<file path="config.mk">
export PLATFORM = sky130hd
export DESIGN_NAME = hub_port_tx
export DESIGN_NICKNAME = d
export VERILOG_FILES = /design/src/rtl/hub_port_tx.sv
export SDC_FILE = /design/constraint.sdc
export NUM_CORES = 1
export LEC_CHECK = 0
export CAP_MARGIN = 5
export CORE_MARGIN = 2
export CORE_UTILIZATION = 55
export DETAILED_ROUTE_END_ITERATION = 16
export PLACE_DENSITY = 0.86
export SYNTH_ARGS = -nofsm -noshare
export SYNTH_HDL_FRONTEND = slang
export SYNTH_SLANG_ARGS = --single-unit
</file>
<file path="constraint.sdc">
create_clock -name clk -period 7.3 [get_ports clk]
set_clock_uncertainty 0.2 [all_clocks]
set_input_delay 1.46 -clock clk [delete_from_list [all_inputs] [get_ports clk]]
set_output_delay 1.46 -clock clk [all_outputs]
set_load 0.1 [all_outputs]
</file>
<file path="src/rtl/hub_port_tx.sv">
// Hub egress-port transmitter: pops one byte at a time from the hub FIFO and
// sends it as an async frame (start, 8 data LSB first, optional even parity, stop).
module hub_port_tx #(
  parameter int unsigned CLKS_PER_BIT = 4,
  parameter int unsigned PARITY_EN    = 0,
  parameter int unsigned COUNT_W      = 16
) (
  input  logic               clk,
  input  logic               reset,
  input  logic               fifo_empty,
  input  logic [7:0]         fifo_dout,
  output logic               fifo_r,
  output logic               tx,
  output logic               busy,
  output logic               tx_done,
  output logic [COUNT_W-1:0] frame_count
);

  localparam int unsigned CNT_W = (CLKS_PER_BIT > 2) ? $clog2(CLKS_PER_BIT) : 1;
  localparam logic [CNT_W-1:0] CNT_LAST = CNT_W'(CLKS_PER_BIT - 1);

  typedef enum logic [2:0] {IDLE, READ, LOAD, START, DATA, PARITY, STOP} state_t;

  state_t           state, state_d;
  logic [CNT_W-1:0] clk_cnt, clk_cnt_d;
  logic [2:0]       bit_cnt, bit_cnt_d;
  logic [7:0]       shift, shift_d;
  logic             par, par_d;
  logic             tx_d, busy_d, fifo_r_d, tx_done_d;
  logic             bit_end;

  // Next-state logic; outputs are derived from the next state so they register
  // in step with the state they describe.
  always_comb begin
    state_d   = state;
    clk_cnt_d = clk_cnt;
    bit_cnt_d = bit_cnt;
    shift_d   = shift;
    par_d     = par;
    bit_end   = (clk_cnt == CNT_LAST);

    case (state)
      IDLE: begin
        if (!fifo_empty) state_d = READ;
      end
      READ: begin
        state_d = LOAD;
      end
      LOAD: begin
        shift_d   = fifo_dout;
        par_d     = ^fifo_dout;
        clk_cnt_d = '0;
        state_d   = START;
      end
      START: begin
        if (bit_end) begin
          clk_cnt_d = '0;
          bit_cnt_d = '0;
          state_d   = DATA;
        end else begin
          clk_cnt_d = clk_cnt + CNT_W'(1);
        end
      end
      DATA: begin
        if (bit_end) begin
          clk_cnt_d = '0;
          shift_d   = {1'b0, shift[7:1]};
          if (bit_cnt == 3'd7) begin
            bit_cnt_d = '0;
            state_d   = (PARITY_EN != 0) ? PARITY : STOP;
          end else begin
            bit_cnt_d = bit_cnt + 3'd1;
          end
        end else begin
          clk_cnt_d = clk_cnt + CNT_W'(1);
        end
      end
      PARITY: begin
        if (bit_end) begin
          clk_cnt_d = '0;
          state_d   = STOP;
        end else begin
          clk_cnt_d = clk_cnt + CNT_W'(1);
        end
      end
      STOP: begin
        if (bit_end) begin
          clk_cnt_d = '0;
          state_d   = IDLE;
        end else begin
          clk_cnt_d = clk_cnt + CNT_W'(1);
        end
      end
      default: begin
        state_d = IDLE;
      end
    endcase

    tx_d = 1'b1;
    case (state_d)
      START:   tx_d = 1'b0;
      DATA:    tx_d = shift_d[0];
      PARITY:  tx_d = par_d;
      default: tx_d = 1'b1;
    endcase
    busy_d    = (state_d != IDLE);
    fifo_r_d  = (state_d == READ);
    tx_done_d = (state_d == STOP) && (clk_cnt_d == CNT_LAST);
  end

  always_ff @(posedge clk) begin
    if (reset) begin
      state       <= IDLE;
      clk_cnt     <= '0;
      bit_cnt     <= '0;
      shift       <= '0;
      par         <= 1'b0;
      tx          <= 1'b1;
      busy        <= 1'b0;
      fifo_r      <= 1'b0;
      tx_done     <= 1'b0;
      frame_count <= '0;
    end else begin
      state       <= state_d;
      clk_cnt     <= clk_cnt_d;
      bit_cnt     <= bit_cnt_d;
      shift       <= shift_d;
      par         <= par_d;
      tx          <= tx_d;
      busy        <= busy_d;
      fifo_r      <= fifo_r_d;
      tx_done     <= tx_done_d;
      frame_count <= frame_count + COUNT_W'(tx_done_d);
    end
  end

endmodule
</file>
Word level (Yosys, flattened, before mapping)
Cells that the tools add are included.
{"block": "totals", "output_inout_bits": 20, "reg_bits": 37, "elab_cells": 56}
{"block": "classes", "add_sub_neg": 3, "muxes": 17, "n_eq_ne": 16, "reduce_logical": 9}
{"cell": "$mux 3", "count": 9}
{"cell": "$eq 3x3->1 const B", "count": 7}
{"cell": "$pmux 3 s7", "count": 1}
{"cell": "$add 16x1->16", "count": 1}
{"cell": "$pmux 8 s2", "count": 1}
{"cell": "$eq 3x2->1 const B", "count": 3}
{"cell": "$mux 8", "count": 1}
{"cell": "$reduce_xor 8->1", "count": 1}
{"cell": "$eq 3x1->1 const B", "count": 2}
{"cell": "$pmux 3 s2", "count": 1}
{"cell": "$eq 2x2->1 const B", "count": 2}
{"cell": "$ne 2x2->1 const B", "count": 2}
{"cell": "$pmux 2 s2", "count": 1}
{"cell": "$reduce_bool 2->1", "count": 2}
{"cell": "$reduce_or 4->1", "count": 1}
{"cell": "$add 3x1->3 const B", "count": 1}
{"cell": "$logic_not 3->1", "count": 1}
{"cell": "$pmux 1 s3", "count": 1}
{"cell": "$reduce_and 3->1", "count": 1}
{"cell": "$reduce_bool 3->1", "count": 1}
{"cell": "$add 2x1->2 const B", "count": 1}
{"cell": "$mux 2", "count": 1}
{"cell": "$reduce_and 2->1", "count": 1}
{"cell": "$logic_and 1x1->1", "count": 1}
{"cell": "$mux 1", "count": 1}

Logic depth before layout (Yosys ltp)
Gate-level depths: netlist of run 1.
{"block": "logic_depth", "ltp_word": 7, "depth_mapped": 12, "mapped_depth_nobuf": 11}

Worst setup path before layout of run 1
Ideal clock, no wire load.
{"block": "synth_timing", "path_type": "register -> output", "startpoint": "register frame_count[3]", "endpoint": "output port frame_count[3]", "arrival_time_ns": 1.024, "n_path_buf": 0, "slack_ns": 4.616, "stages_incl_launch_ff": 1, "t_required_ns": 5.640, "cell_sequence": "dfxtp_1"}
{"element": "from (decl)", "line": "16", "rtl": "output logic [COUNT_W-1:0] frame_count"}
{"element": "from (signal assigned)", "line": "133", "rtl": "frame_count <= frame_count + COUNT_W'(tx_done_d);"}
No word-level cell between the ends.

Worst setup path in the final report of run 1
{"block": "layout_timing", "startpoint": "register frame_count[3]", "endpoint": "output port frame_count[3]"}
No word-level cell between the ends.

==> results of run 1 <==
[cells in the final DEF (no fill, tap or decap), types with 7 or more instances in the layout]
master,instances
a22oi_1,9
o21ai_0,7
xnor2_1,10
nor2_1,28
xor2_1,7
nand2_1,14
a21oi_1,14
dfxtp_1,37
clkdlybuf4s50_1,30
[synth_stat cells, types with 2 or more instances]
library cell and number:
buf_2 4, ha_1 5, a22oi_1 9, xor2_1 7, nor2b_1 5, nor3_1 5
nand4_1 4, a21oi_1 14, nor3b_1 5, and2_1 2, nand2_1 14, or3_1 3
clkbuf_1 7, nor2_1 28, and4b_1 2, dfxtp_1 37, a32oi_1 3, mux2i_1 3
o21ai_0 7, xnor2_1 10, nand3_1 4
[registers in the layout, summed over array words and instances, names as in the netlist]
name and count:
bit_cnt 3, clk_cnt 2, frame_count 16, par 1, fifo_r 1, shift 8
state 3, tx_done 1, busy 1, tx 1
[cells by family (layout without fill, tap and decap cells)]
kind of cell               Yosys count  count (layout)
buffers and inverters               12              38
AOI/OAI and AO/OA                   38              38
muxes                                4               4
xor gates and xnor gates            17              17
DFF                                 37              37
adders and majority gates            5               5
and+or+nand+nor                     84              84
[worst max-delay path by stage]
| stage | startpoint | endpoint | slack (ps) |
|---|---|---|---|
| after floorplan | frame_count[3] | frame_count[3] | 4620 |
| after global placement | reset | busy | 3740 |
| after detailed placement | reset | busy | 3640 |
| after CTS | frame_count[3] | frame_count[3] | 3620 |
| after global routing | frame_count[3] | frame_count[3] | 3560 |
| final | frame_count[3] | frame_count[3] | 3630 |
[area by class of cell]
cell class	count	area share
clock buffer	7	0.0261
sequential	37	0.351
tap	44	0.0261
multi-input combinational	148	0.451
timing repair buffer	31	0.146
[metal layers]
metal	up-vias	global-route usage	wire length [um]
met5	-	0	0
met4	0	0.124	95
met3	9	0.0411	148
met2	43	0.384	1920
met1	730	0.279	1630
li1	755	-	-
[power breakdown]
part	switching, uW	internal (uW)
combinational	31.0	21.2
sequential	6.83	208
clock	65.6	45.5
total	103	275
[stage by stage]
stage / hold slack [ps] / instance area (um2) / cells
after detailed placement: 250 / 2050 / 260
after floorplan: 236 / 1740 / 197
after global placement: 244 / 2050 / 260
final: 262 / 2110 / 267
after CTS: 265 / 2110 / 267
after global routing: 293 / 2110 / 267
==> results.cfg, run 1 <==
[synthesis]
synth_compound_area_frac = 0.141
ys_seq_elements = 37
ys_types = 40
synth_top_cell_by_area = dfxtp_1
yosys.area_share.simple = 0.260
synth_area_leaders = dfxtp_1, nor2_1, xnor2_1
syn_area_um2 = 1740
synth_edf_count = 0
syn_inst = 197
synth_mux_area_frac = 0.0237
async_flop_share = 0
yosysSeqAreaShare = 0.425
synth_top_family_by_area = simple AND/OR/NAND/NOR gates
yosys.area_share.adder = 0.0359
yosys.area_share.xor_xnor = 0.0855
syn-num-nets = 213
syn_area_per_cell_um2 = 8.84
ys.flop_type = dfxtp_1
yosysTopAreaCellShare = 0.425
ys_warn_count = 0

[timing]
min_period_ps = 3670
hold_viol_final = 0
finalCritPeriodShare = 0.503
tightestPinTransition_ps = 1270
max_freq_ghz = 0.272
grt_setup_unrepaired = false
fin_ws_ps = 3630
drv_slew = 0
max_slew_margin = 0.149
setup_viol = 0
tns_ps = 0

[layout]
drive_above_1_share = 0.0583
regArea_um2 = 741
antenna_cells = 0
nets = 239
multiInputGateArea_um2 = 951
fill_cells = 255
post-route-util = 0.697
synthToLayoutAreaGrowth_pct = 21.1

[setup_path]
r2r_setup_slack_ps = 4230
cp_top_family = buffers and inverters
cp.depth = 1
slowest_delay_ps = 1190
path_max_fanout = 7
cp-end-kind = output port
worstPathRequired_ps = 5640
path_cells = clkdlybuf4s50_1
crit_arrival_ps = 2010
start_kind = flop
slowest_stage = clkdlybuf4s50_1
r2r_end = frame_count[15]
reg2reg_from = clk_cnt[0]
cp.buffers_inverters = 1
worstRegToRegCells = 9
critPathKind = reg2out

[placement]
dp_hpwl_mm = 2.58
gp_congestion = 0.754
numPortBuffers = 30
dp_slack_ps = 3640

[routing]
avgRoutedWirePerCell_um = 14.2
drc = 0
vias_per_cell = 5.76
first_iter_violations = 165
vias = 1537
drtAntennaViolNets = 0
wirelength_mm = 3.79
dr.pass1.iters = 6

[min_path]
hp-class = reg2reg
min_to = shift[6]
holdPathStages = 2
hp-start = shift[6]

[cts]
cts_tree = done
cts_sinks = 37
cts.path.max_buffers = 2
ctsHoldBuffers = 0
cts_resized = 0
cts_max_level = 2
numCtsBuffers = 5
clk_pin_slew_ps = 100
cts-root-buf = clkbuf_4
worstSkewPairLatency_ps = 350
cts_setup_buffers = 0

[global_route]
antenna_found_initial = 0
grt_first_pass_wirelength_mm = 6.16
grt_max_degree = 37
grt_usage = 0.230
first_global_vias = 1379
grt-ovfl-total = 0

[floorplanning]
dieWidth_um = 60.3
num_io_pins = 31
rows = 20
die-area_um2 = 3630
initial_core_util = 0.575
fp.coreArea_um2 = 3030
die_h_um = 60.3

[job]
maxCapViolations = 0

[power_and_ir_drop]
power.leakage_uw = 0.000721
ir_drop_uv = 111
total_power_uw = 378
pwr_density_cell_nw_per_um2 = 179

[run_status]
status = complete, no violations
(Power assumes the default switching activity.)
==> run 2: changes to the inputs <==
Settings changed: CORE_UTILIZATION 55 to 46, PLACE_DENSITY 0.86 to 0.77.
Clock period 7.3 ns to 3.3 ns, I/O delays scaled along.
==> run 2 against run 1 <==
Against the previous run: count of clock-buffer cells in the layout fell by 1; cell count rose by 3.0%; non-clock buffer count rose by 3; design area rose by 2.0%; via count fell by 6.3%.
==> results.cfg, run 2 (same netlist as run 1, synthesis figures left out) <==
[run_status]
status = complete, no violations

[cts]
cts_setup_buffers = 0
cts-root-buf = clkbuf_8
cts_tree = done
clk_pin_slew_ps = 80
numCtsBuffers = 5
cts_resized = 0
worstSkewPairLatency_ps = 290
cts.path.max_buffers = 2
cts_sinks = 37
ctsHoldBuffers = 0
cts_max_level = 2

[min_path]
hp-start = shift[3]
hp-class = reg2reg

[placement]
gp_congestion = 0.733
placed_area_um2 = 2030
dp_hpwl_mm = 2.31
numPortBuffers = 30

[layout]
antenna_cells = 0
post-route-util = 0.588
design_area_um2 = 2150
drive_above_1_share = 0.167
fill_cells = 330
nets = 242
largest_reg_flops = 16
biggestRegsByFlops = frame_count (16), shift (8)
top_register = frame_count
synthToLayoutAreaGrowth_pct = 23.6
final_common_cell = dfxtp_1
final_cell_mix = dfxtp_1, nor2_1, buf_4

[global_route]
grt-ovfl-total = 0
grt_first_pass_wirelength_mm = 5.65
grt_max_degree = 21
first_global_vias = 1273
grt_usage = 0.168
antenna_found_initial = 0

[floorplanning]
initial_core_util = 0.476
die-area_um2 = 4290
fp.coreArea_um2 = 3660
rows = 22
dieWidth_um = 65.5
num_io_pins = 31
die_h_um = 65.5

[routing]
avgRoutedWirePerCell_um = 12.0
wirelength_mm = 3.30
vias = 1440
first_iter_violations = 68
vias_per_cell = 5.24
drc = 0
drtAntennaViolNets = 0
dr.pass1.iters = 4

[setup_path]
worstPathRequired_ps = 3320
crit_arrival_ps = 2960
path_cells = ha_1 -> mux2i_1 -> a221oi_2 -> nor2_1 -> ha_1 -> nand3_1 -> or2_4 -> or4_1 -> a21oi_1
start_kind = flop
critPathKind = reg2reg
cp-startpoint = clk_cnt[0]
path_max_fanout = 15
slowest_stage = or4_1
crit_top_cell = ha_1
slowest_delay_ps = 500
reg2reg_from = clk_cnt[0]
cp-end-kind = flop

[timing]
drv_slew = 0
hold_viol_final = 0
min_period_ps = 2940
finalCritPeriodShare = 0.891
max_freq_ghz = 0.340
max_slew_margin = 0.594
grt_setup_unrepaired = false
setup_viol = 0
tightestPinTransition_ps = 608
tns_ps = 0

[power_and_ir_drop]
power.leakage_uw = 0.000800
ir_drop_uv = 234
pwr_density_cell_nw_per_um2 = 466

[job]
maxCapViolations = 0
[run 2: changes by cell type in the layout (fill, tap and decap cells not counted), sizes merged]
cell,change
buf,+23
bufinv,+1
clkinvlp,+1
clkbuf,-1
clkdlybuf4s50,-20
[run 2: path summary, 6_finish.rpt]
| path | endpoint | slack (ps) | cells after the start |
|---|---|---|---|
| hold / removal | shift[3] | 260 | 2 |
| hold reg to reg | shift[3] | 260 | 2 |
| setup / recovery | frame_count[15] | 360 | 9 |
| setup reg to reg | frame_count[15] | 360 | 9 |
[run 2: routing by layer]
metal	wire length, um	global-route usage	vias to the layer above
met5	0	0	-
met4	8	0.0547	0
met3	110	0.0514	2
met2	1590	0.278	22
met1	1590	0.209	657
li1	-	-	759
[run 2: worst max-delay path: cells and delay by family, from the launching register on]
kind / cells / cell delay [ps]
flip-flops: 1 / 390
AND/OR/NAND/NOR: 4 / 1120
AO/OA/AOI/OAI: 2 / 250
adder cells (fa/ha/maj): 2 / 640
multiplexers: 1 / 270
[run 2: final cells by class]
| type | count | area (um2) | share of cell area |
|---|---|---|---|
| multi-input combinational | 148 | 951 | 0.442 |
| sequential | 37 | 741 | 0.344 |
| timing repair buffer | 34 | 280 | 0.130 |
| clock buffer | 6 | 82.6 | 0.0384 |
| tap | 48 | 60.1 | 0.0279 |
| clock inverter | 2 | 37.5 | 0.0174 |
[run 2: where the power goes]
group	switching, uW	internal, uW
Sequential	15.0	461
Combinational	68.3	48.3
Clock	165	246
Total	249	755
[run 2: through the flow]
stage	setup slack (ps)	std cells	total power, uW	hold WS, ps
4_1_cts	359	275	1020	259
2_1_floorplan	619	197	569	236
3_5_place_dp	375	267	603	248
6_report	359	275	1000	255
3_3_place_gp	473	267	601	244
5_1_grt	190	275	1050	281
